**config.mk**
```make
export PLATFORM = sky130hd
export DESIGN_NAME = pipelined_barrel_shifter
export DESIGN_NICKNAME = d
export VERILOG_FILES = /design/src/rtl/pipelined_barrel_shifter_pkg.sv /design/src/rtl/pipelined_barrel_shifter_shift_stage.sv /design/src/rtl/pipelined_barrel_shifter.sv
export SDC_FILE = /design/constraint.sdc
export NUM_CORES = 1
export LEC_CHECK = 0
export CAP_MARGIN = 20
export CORE_MARGIN = 3
export CORE_UTILIZATION = 35
export DETAILED_ROUTE_END_ITERATION = 6
export SKIP_LAST_GASP = 1
export SLEW_MARGIN = 25
export SYNTH_ARGS = -nofsm -noshare
export SYNTH_HDL_FRONTEND = slang
export SYNTH_SLANG_ARGS = --single-unit
```
**constraint.sdc**
```tcl
create_clock -name clk -period 10 [get_ports clk]
set_input_delay 2 -clock clk [delete_from_list [all_inputs] [get_ports clk]]
set_output_delay 2 -clock clk [all_outputs]
set_load 0.05 [all_outputs]
```
**src/rtl/pipelined_barrel_shifter_pkg.sv**
```systemverilog
// pipelined_barrel_shifter_pkg: op encodings and stage-distance helper for the barrel shifter
package pipelined_barrel_shifter_pkg;
   typedef enum logic [1:0] {OP_SLL = 2'b00, OP_SRL = 2'b01, OP_SRA = 2'b10, OP_ROR = 2'b11} op_e;
   function automatic int level_dist(int shw, int k);
      return 1 << (shw - 1 - k);
   endfunction
endpackage

```
**src/rtl/pipelined_barrel_shifter_shift_stage.sv**
```systemverilog
// shift_stage: one conditional shift-by-DIST level plus its elastic pipeline register
module shift_stage
   import pipelined_barrel_shifter_pkg::*;
#(
   parameter int WIDTH = 32,
   parameter int DIST = 1,
   parameter int TAG_W = 4,
   localparam int SHW = $clog2(WIDTH),
   localparam int B = $clog2(DIST)
) (
   input  logic             clk,
   input  logic             reset,
   input  logic             flush,
   input  logic             next_adv,
   input  logic             prev_valid,
   input  logic [WIDTH-1:0] prev_data,
   input  logic [SHW-1:0]   prev_shamt,
   input  logic [1:0]       prev_op,
   input  logic             prev_sign,
   input  logic [TAG_W-1:0] prev_tag,
   output logic             adv,
   output logic             valid,
   output logic [WIDTH-1:0] data,
   output logic [SHW-1:0]   shamt,
   output logic [1:0]       op,
   output logic             sign,
   output logic [TAG_W-1:0] tag
);
   logic [WIDTH-1:0] nxt;
   assign adv = !valid || next_adv;
   always_comb begin
      nxt = !prev_shamt[B]     ? prev_data :
            prev_op == OP_SLL  ? prev_data << DIST :
            prev_op == OP_SRL  ? prev_data >> DIST :
            prev_op == OP_SRA  ? {{DIST{prev_sign}}, prev_data[WIDTH-1:DIST]} :
                                 {prev_data[DIST-1:0], prev_data[WIDTH-1:DIST]};
   end
   always_ff @(posedge clk or posedge reset) begin
      if (reset) begin
         valid <= 1'b0;
         data  <= '0;
         shamt <= '0;
         op    <= '0;
         sign  <= 1'b0;
         tag   <= '0;
      end else begin
         if (flush) valid <= 1'b0;
         else if (adv) valid <= prev_valid;
         if (adv) begin
            data  <= nxt;
            shamt <= prev_shamt;
            op    <= prev_op;
            sign  <= prev_sign;
            tag   <= prev_tag;
         end
      end
   end
endmodule

```
**src/rtl/pipelined_barrel_shifter.sv**
```systemverilog
// pipelined_barrel_shifter: SLL/SRL/SRA/ROR, one shift level per stage, elastic valid/ready
module pipelined_barrel_shifter
   import pipelined_barrel_shifter_pkg::*;
#(
   parameter int WIDTH = 32,
   parameter int TAG_W = 4,
   localparam int SHW = $clog2(WIDTH)
) (
   input  logic             clk,
   input  logic             reset,
   input  logic             flush,
   input  logic             in_valid,
   output logic             in_ready,
   input  logic [WIDTH-1:0] in_data,
   input  logic [SHW-1:0]   in_shamt,
   input  logic [1:0]       in_op,
   input  logic [TAG_W-1:0] in_tag,
   output logic             out_valid,
   input  logic             out_ready,
   output logic [WIDTH-1:0] out_data,
   output logic [TAG_W-1:0] out_tag
);
   logic [WIDTH-1:0] d [SHW+1];
   logic [SHW-1:0]   s [SHW+1];
   logic [1:0]       o [SHW+1];
   logic [TAG_W-1:0] t [SHW+1];
   logic [SHW:0]     v, sg, adv;
   logic             unused;
   assign d[0]  = in_data;
   assign s[0]  = in_shamt;
   assign o[0]  = in_op;
   assign t[0]  = in_tag;
   assign v[0]  = in_valid;
   assign sg[0] = in_data[WIDTH-1];
   assign adv[SHW] = out_ready;
   genvar k;
   generate
      for (k = 0; k < SHW; k++) begin : g_stage
         shift_stage #(.WIDTH(WIDTH), .DIST(level_dist(SHW, k)), .TAG_W(TAG_W)) u_stage (
            .clk(clk), .reset(reset), .flush(flush), .next_adv(adv[k+1]),
            .prev_valid(v[k]), .prev_data(d[k]), .prev_shamt(s[k]), .prev_op(o[k]),
            .prev_sign(sg[k]), .prev_tag(t[k]),
            .adv(adv[k]), .valid(v[k+1]), .data(d[k+1]), .shamt(s[k+1]), .op(o[k+1]),
            .sign(sg[k+1]), .tag(t[k+1])
         );
      end
   endgenerate
   assign in_ready  = adv[0] && !flush;
   assign out_valid = v[SHW];
   assign out_data  = d[SHW];
   assign out_tag   = t[SHW];
   assign unused    = ^{s[SHW], o[SHW], sg[SHW]};
endmodule

```
==> flow_summary.rst <==
.. list-table::
   :header-rows: 1

   * - Metric
     - Value
   * - Fraction of final layout cells sized beyond drive strength 1
     - about 8.8%
   * - Beginning of the worst hold path
     - g_stage[1].u_stage.shamt[0]
   * - Most area-hungry cell type in the Yosys netlist
     - dfrtp_1
   * - Post-Synthesis Mean Instance Area
     - roughly 9 um2
   * - Largest vdd supply drop
     - ~0.12 mV
   * - Count of antenna-violating nets left after detailed routing
     - 0
   * - Number of inserted diodes
     - 0
   * - Global router's overall resource usage
     - ~16%
   * - RSZ-0062 raised after global routing
     - no
   * - Area share of the largest cell type after synthesis
     - around 45%
   * - Total negative slack
     - 0 ns
   * - Achievable clock frequency
     - 161 MHz
   * - Starting DRC count in detailed routing
     - roughly 680
   * - Vias in the first global route
     - 8896
   * - Share of synthesized cell area in and, or, nand and nor gates
     - a little under a tenth
   * - Flip-flop and latch count after synthesis
     - 207
   * - Critical R2R Launch
     - g_stage[4].u_stage.valid
   * - Min cycle time layout
     - 6.21 ns
   * - Slew at the pin with the worst max-slew slack
     - 1.08 ns
   * - Clock Tree Buf Depth
     - 3
   * - Total placed instance area
     - about 12000 um2
   * - Postcts setup bufs
     - 0
   * - Die Wd
     - approximately 190 um
   * - Family of cells with the greatest summed delay on the critical path
     - buffers and inverters
   * - WL per Instance
     - ~18 um
   * - Tot Pwr
     - 2.28 mW
   * - Critical path data required time
     - about 8 ns
   * - Power density cells
     - about 170 nW/um2
   * - Buffers plus inverters on the worst setup path
     - 4
   * - Most common library cell in the layout ignoring fill and taps
     - o21ai_0
   * - Overall via count from detail_route
     - 9336
   * - Part of the cycle the worst path needs
     - 62.1%
   * - Total count of max-transition violations in the final report
     - 0
   * - Portion of the post-synthesis area used by sequential elements
     - between 40% and 50%
   * - Insertion delay to the later sink of the worst-skew pair
     - roughly 0.53 ns
   * - Headroom to the max-slew limit
     - between 20% and 30%
   * - Critical path arrival
     - 4.21 ns
   * - Distinct cells, synth
     - between 40 and 50
   * - Number of nets in the layout
     - 1287
   * - Stage delay of the slowest cell on the critical path
     - about 0.82 ns
   * - Commonest cells after routing, fill and taps aside
     - 231 x o21ai_0, 205 x dfrtp_1, 125 x nand2_1
   * - Final instance count without filler cells
     - around 1700
   * - CTS buffer count
     - 24
   * - Antenna violations before repair
     - 0
   * - Detailed-route wire length
     - slightly below 30 mm
   * - Layout overhead on the synthesized area
     - 12.9%
   * - Worst clock skew
     - about 0.023 ns
   * - Startpoint type of the worst setup path
     - input pin
   * - Maximum fanout along the worst path
     - 32
   * - Number of failing hold endpoints at the final stage
     - 0
   * - Post-CTS Resized
     - 0
   * - FF-to-FF setup slack
     - approximately 7 ns
   * - Largest net degree at the start of global routing
     - 137
   * - Floorplan die height
     - roughly 190 um
   * - Status
     - finished clean
   * - Final WS setup
     - around 3.8 ns
   * - Clock tree from TritonCTS
     - done
   * - Post-synthesis instance area
     - 11600 um2
   * - Number of top-level pins
     - 86
   * - Count of hold-fix buffers inserted at cts
     - 0
   * - Largest cells by area after synthesis
     - dfrtp_1 45%, o21ai_0 10%, o211a_1 5.1%
   * - Max cap viols
     - 0
   * - Main combinational cell family by area after synthesis
     - compound AO/OA/AOI/OAI gates
   * - Root buffer cell
     - clkbuf_16
   * - Crit path launch
     - out_ready
   * - Aggregate global routing overflow
     - 0
   * - Post-route DRC violation count
     - 0
   * - GP Congestion
     - ~0.78
   * - YS warnings
     - 0
   * - Adder-cell share of the synthesized area
     - 0%
   * - Area fraction in compound gates after synthesis
     - a little under a third
   * - Wire length of the first global-routing pass
     - between 40 and 50 mm
   * - Gate count of the mapped netlist
     - about 1300
   * - CTS sink cnt
     - roughly 210
   * - Kind of end point of the critical path
     - output pin
   * - Worst Path Class, Setup
     - in2out
   * - Floorplan Core Area
     - between 30000 and 40000 um2
   * - Site row count
     - 66
   * - Via density per instance
     - between 5 and 6
   * - Cell total after placement
     - approximately 1700
   * - First drt pass iteration count
     - 5
   * - Net Count, Synth
     - about 1300
   * - Placed wire-length estimate
     - 19.5 mm
   * - Cells along the critical path
     - clkdlybuf4s50_1 > nand4b_1 > buf_4 > nor2_1 > buf_4 > nor2_1 > clkdlybuf4s50_1
   * - Multiplexer fraction of the synthesized cell area
     - 5.30%
   * - Post-synthesis share of cell area spent on xor and xnor gates
     - 0%
   * - Lkg Pwr
     - about 5.7 nW
   * - H-tree lvl count
     - 1
   * - Total die area
     - ~35000 um2
   * - Slowest stage cell on the critical path
     - clkdlybuf4s50_1
   * - Finished Cell Area
     - 13100 um2
   * - Clock-pin transition on the worst setup and hold timing paths
     - ~0.060 ns
   * - Hold Crit Class
     - reg2reg
   * - Setup slack after placement
     - roughly 3.8 ns
   * - Number of buffer cells added on primary ports
     - 85
   * - Initial Util
     - a little over a third
   * - Setup-failing EPs final
     - 0
## sequential cells by signal (all words and copies together) (netlist names)
signal                 cells
g_stage.u_stage.data     160
g_stage.u_stage.tag       20
g_stage.u_stage.shamt     10
g_stage.u_stage.op         8
g_stage.u_stage.valid      5
g_stage.u_stage.sign       4
## cells by family after synthesis
logic type,Yosys count
flops,207
mux,50
buf+inv,254
compound gates,521
simple gates,245
## layout make-up
| cell class | count | area [um2] |
|---|---|---|
| clock buffers | 33 | 684 |
| clock inverters | 7 | 98.8 |
| fillers | 3276 | 19500 |
| inverters | 85 | 332 |
| multi-input cells | 816 | 5230 |
| flip-flops and latches | 207 | 5180 |
| well taps | 442 | 553 |
| repair buffers | 105 | 1010 |
## Yosys cell counts (all sizes together)
cell type    n
o211ai       2
a221oi      23
a21oi        8
nand2      126
nand3       55
nor2        36
a311oi       6
inv         85
o22ai       67
and3b        1
a31oi        2
o21a        10
nand2b       1
buf         82
nor3b        7
nor3         1
o21ai      235
and3         1
o211a       59
clkbuf      87
and2         2
mux2i        7
o31ai       24
nand4b       1
o311a       30
a211oi      16
a2bb2oi     24
nor2b        9
mux2        43
nand3b       1
dfrtp      207
o2bb2ai     15
or2          3
and4b        1
## power by group
part	switching [mW]	total, mW	leakage [nW]	internal [mW]
clock	0.346	0.873	0.383	0.527
combinational	0.239	0.401	2.88	0.162
sequential	0.0860	1.01	2.42	0.925
total	0.671	2.28	5.69	1.61
## stage by stage
| stage | utilization [%] | hold WS, ns |
|---|---|---|
| final | 40.1 | 0.463 |
| after floorplan | - | 0.438 |
| after global routing | 40.1 | 0.493 |
| after global placement | 37.6 | 0.452 |
| after detailed placement | 37.6 | 0.456 |
| after CTS | 40.0 | 0.465 |
## per-layer routing
metal	part of all wire [%]	global-route usage [%]	vias to the layer above
met5	0	0	-
met4	1.5	2.94	0
met3	4.3	2.22	36
met2	44	24.9	221
met1	50	25.1	4545
li1	-	-	4534
## path summary, 6_finish.rpt
kind / cells past startpoint / to
max in group asynchronous: 4 / g_stage[1].u_stage.data[20]
min: 2 / g_stage[2].u_stage.shamt[0]
max: 7 / in_ready
min reg2reg: 2 / g_stage[2].u_stage.shamt[0]
min in group asynchronous: 2 / g_stage[0].u_stage.data[16]
max reg2reg: 5 / g_stage[1].u_stage.sign
## tightest hold or removal path, delay by kind of cell (launching register included)
family,cells,cell delay (ns)
DFF,1,0.35
and+or+nand+nor,2,0.10
(Power assumes the default switching activity.)
